**src/rtl/cc_psr_stack_pkg.sv**
```systemverilog
`default_nettype none
// +----------------------------------------------------------------------+
// | Module  : lc3_pkg                                                    |
// | Brief   : Shared NZP encodings and processor-status record type      |
// | Revision: 1.0  initial release                                       |
// +----------------------------------------------------------------------+
package lc3_pkg;

  // One-hot condition-code encodings, bit order {N,Z,P}
  localparam logic [2:0] NZP_N = 3'b100;
  localparam logic [2:0] NZP_Z = 3'b010;
  localparam logic [2:0] NZP_P = 3'b001;

  // Priority width of the architectural LC3 status word
  localparam int PSR_PRIO_W = 3;

  // Saved/live status record
  typedef struct packed {
    logic                  priv;
    logic [PSR_PRIO_W-1:0] prio;
    logic [2:0]            nzp;
  } psr_t;

endpackage : lc3_pkg
`default_nettype wire

```
**src/rtl/cc_psr_stack_if.sv**
```systemverilog
`default_nettype none
// +----------------------------------------------------------------------+
// | Module  : cc_psr_stack_if                                            |
// | Brief   : Control/status bundle between datapath and the PSR unit    |
// | Revision: 1.0  initial release                                       |
// +----------------------------------------------------------------------+
interface cc_psr_stack_if #(
  parameter int WIDTH  = 16,
  parameter int DEPTH  = 4,
  parameter int PRIO_W = 3
);

  logic [WIDTH-1:0]               bus;
  logic                           cc_en;
  logic                           psr_wr;
  logic                           push;
  logic [PRIO_W-1:0]              push_prio;
  logic                           pop;
  logic                           err_clr;
  logic [2:0]                     br_nzp;

  logic [2:0]                     nzp_val;
  logic                           priv;
  logic [PRIO_W-1:0]              prio;
  logic [15:0]                    psr;
  logic                           br_taken;
  logic [$clog2(DEPTH+1)-1:0]     depth;
  logic                           stk_full;
  logic                           stk_empty;
  logic                           ovf_err;
  logic                           udf_err;

  // Control FSM / datapath side
  modport master (
    output bus, cc_en, psr_wr, push, push_prio, pop, err_clr, br_nzp,
    input  nzp_val, priv, prio, psr, br_taken, depth, stk_full, stk_empty,
           ovf_err, udf_err
  );

  // Status unit side
  modport slave (
    input  bus, cc_en, psr_wr, push, push_prio, pop, err_clr, br_nzp,
    output nzp_val, priv, prio, psr, br_taken, depth, stk_full, stk_empty,
           ovf_err, udf_err
  );

endinterface : cc_psr_stack_if
`default_nettype wire

```
**src/rtl/cc_psr_stack_lifo.sv**
```systemverilog
`default_nettype none
// +----------------------------------------------------------------------+
// | Module  : cc_lifo                                                    |
// | Brief   : Guarded LIFO for saved status words; push wins over pop     |
// | Revision: 1.0  initial release                                       |
// +----------------------------------------------------------------------+
module cc_lifo
  import lc3_pkg::*;
#(
  parameter int  DEPTH = 4,
  parameter type T     = psr_t
) (
  input  logic                       clk,
  input  logic                       rst,
  input  logic                       push,
  input  logic                       pop,
  input  T                           din,
  output T                           dout,
  output logic                       full,
  output logic                       empty,
  output logic [$clog2(DEPTH+1)-1:0] depth
);

  localparam int DW = $clog2(DEPTH+1);
  localparam int AW = (DEPTH > 1) ? $clog2(DEPTH) : 1;

  T              r_mem [DEPTH];
  logic [DW-1:0] r_depth;
  logic [AW-1:0] w_wr_idx;
  logic [AW-1:0] w_rd_idx;
  logic          w_full;
  logic          w_empty;
  logic          w_do_push;
  logic          w_do_pop;

  assign w_full    = (r_depth == DW'(DEPTH));
  assign w_empty   = (r_depth == '0);
  // A push in the same cycle suppresses the pop entirely
  assign w_do_push = push & ~w_full;
  assign w_do_pop  = pop & ~push & ~w_empty;
  assign w_wr_idx  = AW'(r_depth);
  assign w_rd_idx  = AW'(r_depth - DW'(1));

  // Occupancy counter
  always_ff @(posedge clk or posedge rst) begin
    if (rst) begin
      r_depth <= '0;
    end else if (w_do_push) begin
      r_depth <= r_depth + DW'(1);
    end else if (w_do_pop) begin
      r_depth <= r_depth - DW'(1);
    end
  end

  // Storage array; contents are don't-care after reset
  always_ff @(posedge clk) begin
    if (w_do_push) begin
      r_mem[w_wr_idx] <= din;
    end
  end

  assign dout  = r_mem[w_rd_idx];
  assign full  = w_full;
  assign empty = w_empty;
  assign depth = r_depth;

endmodule : cc_lifo
`default_nettype wire

```
**src/rtl/cc_psr_stack.sv**
```systemverilog
`default_nettype none
// +----------------------------------------------------------------------+
// | Module  : cc_psr_stack                                               |
// | Brief   : LC3 condition codes, privilege/priority and status stack   |
// | Revision: 1.0  initial release                                       |
// +----------------------------------------------------------------------+
module cc_psr_stack
  import lc3_pkg::*;
#(
  parameter int WIDTH  = 16,
  parameter int DEPTH  = 4,
  parameter int PRIO_W = 3
) (
  input  logic           clk,
  input  logic           rst,
  cc_psr_stack_if.slave  sif
);

  typedef struct packed {
    logic              priv;
    logic [PRIO_W-1:0] prio;
    logic [2:0]        nzp;
  } status_t;

  status_t r_stat;
  status_t w_stat_nxt;
  status_t w_lifo_top;
  logic    w_full;
  logic    w_empty;
  logic    r_ovf;
  logic    r_udf;
  logic    w_ovf_nxt;
  logic    w_udf_nxt;
  logic [2:0]  w_bus_nzp;
  logic [15:0] w_psr;

  // Save stack; it sees the pre-edge live status as the pushed word
  cc_lifo #(
    .DEPTH (DEPTH),
    .T     (status_t)
  ) u_lifo (
    .clk   (clk),
    .rst   (rst),
    .push  (sif.push),
    .pop   (sif.pop),
    .din   (r_stat),
    .dout  (w_lifo_top),
    .full  (w_full),
    .empty (w_empty),
    .depth (sif.depth)
  );

  // Classify the bus value into a one-hot NZP code
  always_comb begin
    w_bus_nzp = NZP_P;
    if (sif.bus == '0) begin
      w_bus_nzp = NZP_Z;
    end else if (sif.bus[WIDTH-1]) begin
      w_bus_nzp = NZP_N;
    end
  end

  // Precedence mux push > pop > psr_wr > cc_en; a failed push/pop freezes the status
  always_comb begin
    w_stat_nxt = r_stat;
    if (sif.push) begin
      if (!w_full) begin
        w_stat_nxt.priv = 1'b0;
        w_stat_nxt.prio = sif.push_prio;
        if (sif.cc_en) begin
          w_stat_nxt.nzp = w_bus_nzp;
        end
      end
    end else if (sif.pop) begin
      if (!w_empty) begin
        w_stat_nxt = w_lifo_top;
      end
    end else if (sif.psr_wr) begin
      w_stat_nxt.priv = sif.bus[15];
      w_stat_nxt.prio = sif.bus[8 +: PRIO_W];
      w_stat_nxt.nzp  = sif.bus[2:0];
    end else if (sif.cc_en) begin
      w_stat_nxt.nzp = w_bus_nzp;
    end
  end

  // Sticky errors: a new error in the clearing cycle keeps the flag set
  always_comb begin
    w_ovf_nxt = (r_ovf & ~sif.err_clr) | (sif.push & w_full);
    w_udf_nxt = (r_udf & ~sif.err_clr) | (sif.pop & ~sif.push & w_empty);
  end

  // Live status and error flag registers
  always_ff @(posedge clk or posedge rst) begin
    if (rst) begin
      r_stat.priv <= 1'b1;
      r_stat.prio <= '0;
      r_stat.nzp  <= NZP_Z;
      r_ovf       <= 1'b0;
      r_udf       <= 1'b0;
    end else begin
      r_stat <= w_stat_nxt;
      r_ovf  <= w_ovf_nxt;
      r_udf  <= w_udf_nxt;
    end
  end

  // Architectural PSR layout: priv at 15, prio at 8 upward, nzp at 2:0
  always_comb begin
    w_psr             = '0;
    w_psr[15]         = r_stat.priv;
    w_psr[8 +: PRIO_W] = r_stat.prio;
    w_psr[2:0]        = r_stat.nzp;
  end

  assign sif.nzp_val   = r_stat.nzp;
  assign sif.priv      = r_stat.priv;
  assign sif.prio      = r_stat.prio;
  assign sif.psr       = w_psr;
  assign sif.br_taken  = |(sif.br_nzp & r_stat.nzp);
  assign sif.stk_full  = w_full;
  assign sif.stk_empty = w_empty;
  assign sif.ovf_err   = r_ovf;
  assign sif.udf_err   = r_udf;

endmodule : cc_psr_stack
`default_nettype wire

```
**src/flat_wrapper.sv**
```systemverilog
// flat-port wrapper written by rule: the top's interface ports become plain ports
module cc_psr_stack_flat import lc3_pkg::*;
#(
  parameter int WIDTH  = 16,
  parameter int DEPTH  = 4,
  parameter int PRIO_W = 3
)
  (clk, rst, sif_bus, sif_cc_en, sif_psr_wr, sif_push, sif_push_prio, sif_pop, sif_err_clr, sif_br_nzp, sif_nzp_val, sif_priv, sif_prio, sif_psr, sif_br_taken, sif_depth, sif_stk_full, sif_stk_empty, sif_ovf_err, sif_udf_err);
  cc_psr_stack_if #(.WIDTH(WIDTH), .DEPTH(DEPTH), .PRIO_W(PRIO_W)) sif_i ();
  input  logic clk;
  input  logic rst;
  input wire logic [$bits(sif_i.bus)-1:0] sif_bus;
  input wire logic [$bits(sif_i.cc_en)-1:0] sif_cc_en;
  input wire logic [$bits(sif_i.psr_wr)-1:0] sif_psr_wr;
  input wire logic [$bits(sif_i.push)-1:0] sif_push;
  input wire logic [$bits(sif_i.push_prio)-1:0] sif_push_prio;
  input wire logic [$bits(sif_i.pop)-1:0] sif_pop;
  input wire logic [$bits(sif_i.err_clr)-1:0] sif_err_clr;
  input wire logic [$bits(sif_i.br_nzp)-1:0] sif_br_nzp;
  output wire logic [$bits(sif_i.nzp_val)-1:0] sif_nzp_val;
  output wire logic [$bits(sif_i.priv)-1:0] sif_priv;
  output wire logic [$bits(sif_i.prio)-1:0] sif_prio;
  output wire logic [$bits(sif_i.psr)-1:0] sif_psr;
  output wire logic [$bits(sif_i.br_taken)-1:0] sif_br_taken;
  output wire logic [$bits(sif_i.depth)-1:0] sif_depth;
  output wire logic [$bits(sif_i.stk_full)-1:0] sif_stk_full;
  output wire logic [$bits(sif_i.stk_empty)-1:0] sif_stk_empty;
  output wire logic [$bits(sif_i.ovf_err)-1:0] sif_ovf_err;
  output wire logic [$bits(sif_i.udf_err)-1:0] sif_udf_err;
  assign sif_i.bus = sif_bus;
  assign sif_i.cc_en = sif_cc_en;
  assign sif_i.psr_wr = sif_psr_wr;
  assign sif_i.push = sif_push;
  assign sif_i.push_prio = sif_push_prio;
  assign sif_i.pop = sif_pop;
  assign sif_i.err_clr = sif_err_clr;
  assign sif_i.br_nzp = sif_br_nzp;
  assign sif_nzp_val = sif_i.nzp_val;
  assign sif_priv = sif_i.priv;
  assign sif_prio = sif_i.prio;
  assign sif_psr = sif_i.psr;
  assign sif_br_taken = sif_i.br_taken;
  assign sif_depth = sif_i.depth;
  assign sif_stk_full = sif_i.stk_full;
  assign sif_stk_empty = sif_i.stk_empty;
  assign sif_ovf_err = sif_i.ovf_err;
  assign sif_udf_err = sif_i.udf_err;
  cc_psr_stack #(.WIDTH(WIDTH), .DEPTH(DEPTH), .PRIO_W(PRIO_W)) u_core (.clk(clk), .rst(rst), .sif(sif_i));
endmodule
```
**config.mk**
```make
export PLATFORM = sky130hd
export DESIGN_NAME = cc_psr_stack_flat
export DESIGN_NICKNAME = d
export VERILOG_FILES = /design/src/rtl/cc_psr_stack_pkg.sv /design/src/rtl/cc_psr_stack_if.sv /design/src/rtl/cc_psr_stack_lifo.sv /design/src/rtl/cc_psr_stack.sv /design/src/flat_wrapper.sv
export SDC_FILE = /design/constraint.sdc
export NUM_CORES = 1
export LEC_CHECK = 0
export CAP_MARGIN = 15
export CORE_MARGIN = 2
export CORE_UTILIZATION = 42
export CTS_CLUSTER_DIAMETER = 200
export CTS_CLUSTER_SIZE = 8
export DETAILED_ROUTE_END_ITERATION = 7
export GPL_TIMING_DRIVEN = 0
export PLACE_DENSITY = 0.79
export SLEW_MARGIN = 30
export SYNTH_ARGS = -nofsm -noshare
export SYNTH_HDL_FRONTEND = slang
export SYNTH_SLANG_ARGS = --single-unit
```
**constraint.sdc**
```tcl
create_clock -name clk -period 2.2 [get_ports clk]
set_input_delay 0.44 -clock clk [delete_from_list [all_inputs] [get_ports clk]]
set_output_delay 0.44 -clock clk [all_outputs]
set_load 0.01 [all_outputs]
```
==> metrics <==
count of cells along the worst register-to-register path=5; Pwr Density=around 1200 mW/mm^2; fraction of final layout cells sized beyond drive strength 1=between 10% and 20%; most frequent cell after synthesis=sky130_fd_sc_hd__edfxtp_1; Global Route Usage Sum=17.9%; first-iteration detailed-routing DRC count=98; router iterations before antenna repair=4; antenna diode count=0; met3 track demand over resource=4.39%; leading register cell type out of synthesis=sky130_fd_sc_hd__edfxtp_1; power share of the combinational group=43.8%; xor and xnor area share after synthesis=less than 1%; core region area=between 0.004 and 0.005 mm^2; skew final=~0.0074 ns; Crit path required time=roughly 1.8 ns; fraction of synthesis flops using an asynchronous set or reset pin=30.0%; max_cap viols=0; number of sinks handled by clock tree synthesis=40; Post-synth top cells=sky130_fd_sc_hd__edfxtp_1, sky130_fd_sc_hd__buf_4, sky130_fd_sc_hd__dfrtp_1; area share of the largest cell type after synthesis=41.6%; number of ports placed on the die boundary=60; Bufs and invs on worst path=4; critical path fanouts, max=9; leakage power of the design=1.08 nW; switching pwr=roughly 0.0011 W; remaining routing DRC violations=0; Hold WC Path Type=in2async; setup violation total in the final timing report=0; vias=~1,400; number of pins with negative max-slew slack in the final report=0; number of flip-flops and latches in the synthesized netlist=40; Area contributors post-synth=sky130_fd_sc_hd__edfxtp_1, sky130_fd_sc_hd__dfrtp_1, sky130_fd_sc_hd__mux4_1; measured slew at the worst slew-check pin=0.582 ns; routed length per instance=around 16 um; gate family responsible for the most delay along the worst path=buffers and inverters; multi-input combinational cell area=743 um^2; share of cell area taken by muxes after synthesis=between 10% and 20%; largest vdd supply drop=approximately 0.00073 V; critical path, cell by cell=buf_6 > clkinvlp_4 > ha_4 > nand2b_1 > inv_1 > dlygate4sd2_1; die footprint=between 0.005 and 0.006 mm^2; critical path capture point type=output pin; post-route antenna net violation count=0; fin cells=about 270; count of flip-flops with a built-in enable after synthesis=28; post-synthesis average cell area=13.3 um^2; Syn. warnings=0; effective utilization at floorplan=between 40% and 50%; detailed-placement wirelength estimate=~3100 um; Layout fillers=~380; cell type of the slowest stage on the worst timing path=sky130_fd_sc_hd__dfrtp_1; chip height=between 70 and 80 um; via count of the first global-routing pass=about 1,300; antenna violations before repair=0; tightest slew margin relative to the limit=roughly 60%; worst-case clock buffer depth=2; pin count of the biggest net entering global routing=14; largest family of logic cells by synthesized area=multiplexers; chip width=roughly 73 um; total non-filler cell area in the finished layout=between 0.002 and 0.003 mm^2; final net count=250; run status=finished clean; sequential cell area in the final layout=0.00114 mm^2; proportion of total power due to net switching=31.5%; wire length of the first global-routing pass=6930 um; TritonCTS Buffers=5; Max H-tree Level=2; portion of total power attributed to the clock network=a little under a fifth; achievable clock frequency=between 400 and 500 MHz; met2 track demand over resource=between 30% and 40%; root buffer cell=sky130_fd_sc_hd__clkbuf_8; post-synth top area cell=sky130_fd_sc_hd__edfxtp_1; total congestion overflow=0; Arrival @ worst endpoint=between 1.5 and 2 ns; sequential-to-total area share from yosys stat=approximately 57%; Setup crit start kind=register; Final Hold Fails=0; Rows=25; combined area of all synthesized cells=between 0.002 and 0.0025 mm^2; sequential fraction of design power=approximately 38%; Int Power=0.00233 W; final critical-path share of the clock period=a little over nine tenths; Worst-Skew Late Latency=just under 0.3 ns; Via-to-Cell Ratio=5.21; logic depth of the worst setup path including buffers=6; Min Clock Period, post-route=about 2.1 ns; synthesis-to-finish area growth=36.3%; synthesized-area fraction occupied by ao, oa, aoi and oai cells=approximately 9%; Cell Area, Placed=roughly 0.0026 mm^2; total detailed-routing wirelength=between 4000 and 5000 um; crit-path max cell delay=~0.38 ns; number of I/O port buffers=49; GR Util met1=between 20% and 30%; start-to-end type of the worst setup path=reg2out; Yosys cell types=37; routing layer with the top usage in global route=met2; TritonCTS clock tree=yes; simple-gate portion of the synthesized area=between 8 and 9%; RSZ-0062 raised after global routing=false; arithmetic-cell share of the synthesized area counting full adders, half adders and majority gates=just over 3%; dpl cells=263; Final GP Congestion=0.859; number of cells produced by synthesis=152; clock-pin slew of the registers on the worst-case setup and hold paths=roughly 0.08 ns
-- state kept, by name, summed over array words and instances (netlist names) --
name and flops:
u_core.u_lifo.r_mem 28, u_core.sif.nzp_val 3, u_core.sif.prio 3, u_core.u_lifo.depth 3, u_core.sif.ovf_err 1, u_core.sif.priv 1
u_core.sif.udf_err 1
-- power by group through the flow --
| stage | Combinational (W) | Sequential (W) | Clock, W |
|---|---|---|---|
| 4_1_cts | 0.00150 | 0.00128 | 0.000637 |
| 3_3_place_gp | 0.00139 | 0.00129 | 0 |
| 2_1_floorplan | 0.000792 | 0.00129 | 0 |
| 5_1_grt | 0.00161 | 0.00132 | 0.000671 |
| 6_report | 0.00149 | 0.00128 | 0.000631 |
| 3_5_place_dp | 0.00142 | 0.00130 | 0 |
-- layout make-up --
| cell class | count | area share, % |
|---|---|---|
| Inverter | 7 | 1.09 |
| Multi-Input combinational cell | 91 | 27.0 |
| Clock inverter | 2 | 1.41 |
| Clock buffer | 6 | 3.00 |
| Sequential cell | 40 | 41.5 |
| Timing Repair Buffer | 51 | 18.3 |
| Buffer | 20 | 5.27 |
| Tap cell | 54 | 2.45 |
-- routing by layer --
| metal | wire (um) | part of all wire [%] |
|---|---|---|
| met5 | 0 | 0 |
| met3 | 299 | 6.8 |
| met4 | 68 | 1.5 |
| met1 | 1910 | 43 |
| met2 | 2130 | 48 |
-- layout by cell type, fill, tap and decap left out, types with 2 or more instances in the layout --
cell type / n
sky130_fd_sc_hd__and2_1: 5
sky130_fd_sc_hd__o22ai_1: 2
sky130_fd_sc_hd__nand2b_1: 3
sky130_fd_sc_hd__o211ai_1: 2
sky130_fd_sc_hd__mux4_1: 6
sky130_fd_sc_hd__nor4_1: 2
sky130_fd_sc_hd__ha_1: 4
sky130_fd_sc_hd__buf_4: 18
sky130_fd_sc_hd__mux2i_1: 3
sky130_fd_sc_hd__xnor2_1: 2
sky130_fd_sc_hd__inv_1: 6
sky130_fd_sc_hd__edfxtp_1: 28
sky130_fd_sc_hd__nand3_1: 2
sky130_fd_sc_hd__a21oi_1: 5
sky130_fd_sc_hd__conb_1: 9
sky130_fd_sc_hd__dlygate4sd2_1: 2
sky130_fd_sc_hd__o21ai_0: 9
sky130_fd_sc_hd__dfrtp_1: 10
sky130_fd_sc_hd__mux2_2: 4
sky130_fd_sc_hd__clkdlybuf4s50_1: 46
sky130_fd_sc_hd__buf_2: 2
sky130_fd_sc_hd__nor3_1: 4
sky130_fd_sc_hd__a22oi_1: 3
sky130_fd_sc_hd__nand3b_1: 2
sky130_fd_sc_hd__clkbuf_8: 6
sky130_fd_sc_hd__nand2_1: 8
sky130_fd_sc_hd__o221ai_1: 2
sky130_fd_sc_hd__nor2_1: 3
sky130_fd_sc_hd__dfstp_2: 2
-- cell families (layout without fill, tap and decap cells) --
group,count (synthesis),in the layout
AO/OA/AOI/OAI,28,28
XOR/XNOR,2,2
adder cells (fa/ha/maj),5,5
buffers and inverters,29,86
flip-flops,40,40
multiplexers,14,14
other,1,9
AND/OR/NAND/NOR,33,33
-- stage by stage --
| step | hold WS (ns) | setup TNS, ns | total power [W] | utilization (%) | setup WS, ns |
|---|---|---|---|---|---|
| 2_1_floorplan | 0.303 | 0 | 0.00209 | - | 0.110 |
| 3_3_place_gp | 0.483 | -6.04 | 0.00268 | 55.7 | -0.290 |
| 3_5_place_dp | 0.494 | -7.87 | 0.00272 | 55.7 | -0.362 |
| 4_1_cts | 0.491 | 0 | 0.00343 | 58.7 | 0.0500 |
| 5_1_grt | 0.535 | 0 | 0.00360 | 58.7 | 0.00240 |
| 6_report | 0.471 | 0 | 0.00340 | 58.7 | 0.0870 |
-- worst register-to-register path: cells and delay by family, from the launching register on --
| kind | cells | cell delay (ns) |
|---|---|---|
| AOI/OAI and AO/OA | 1 | 0.42 |
| and+or+nand+nor | 1 | 0.43 |
| buffers and inverters | 2 | 0.31 |
| DFF | 1 | 0.38 |
| adders and majority gates | 1 | 0.20 |
-- path summary, 6_finish.rpt --
kind / endpoint / slack (ns) / startpoint
worst min-delay path: u_core.u_lifo.depth[1] / 0.47 / rst
worst max-delay path: sif_stk_empty / 0.09 / u_core.u_lifo.depth[0]
min in group clk: u_core.sif.priv / 0.50 / u_core.sif.priv
max in group asynchronous: u_core.sif.priv / 1.36 / rst
worst max register to register: u_core.u_lifo.r_mem[2][6] / 0.12 / u_core.u_lifo.depth[0]
worst min register to register: u_core.sif.priv / 0.50 / u_core.sif.priv
-- what timing repair did --
action / in CTS / in global routing
hold buffers: 0 / 0
resized for setup: 6 / 2
endpoints found under the setup margin: 29 / 8
gates cloned: 0 / 0
buffers inserted: 2 / 0
(Power assumes the default switching activity.)
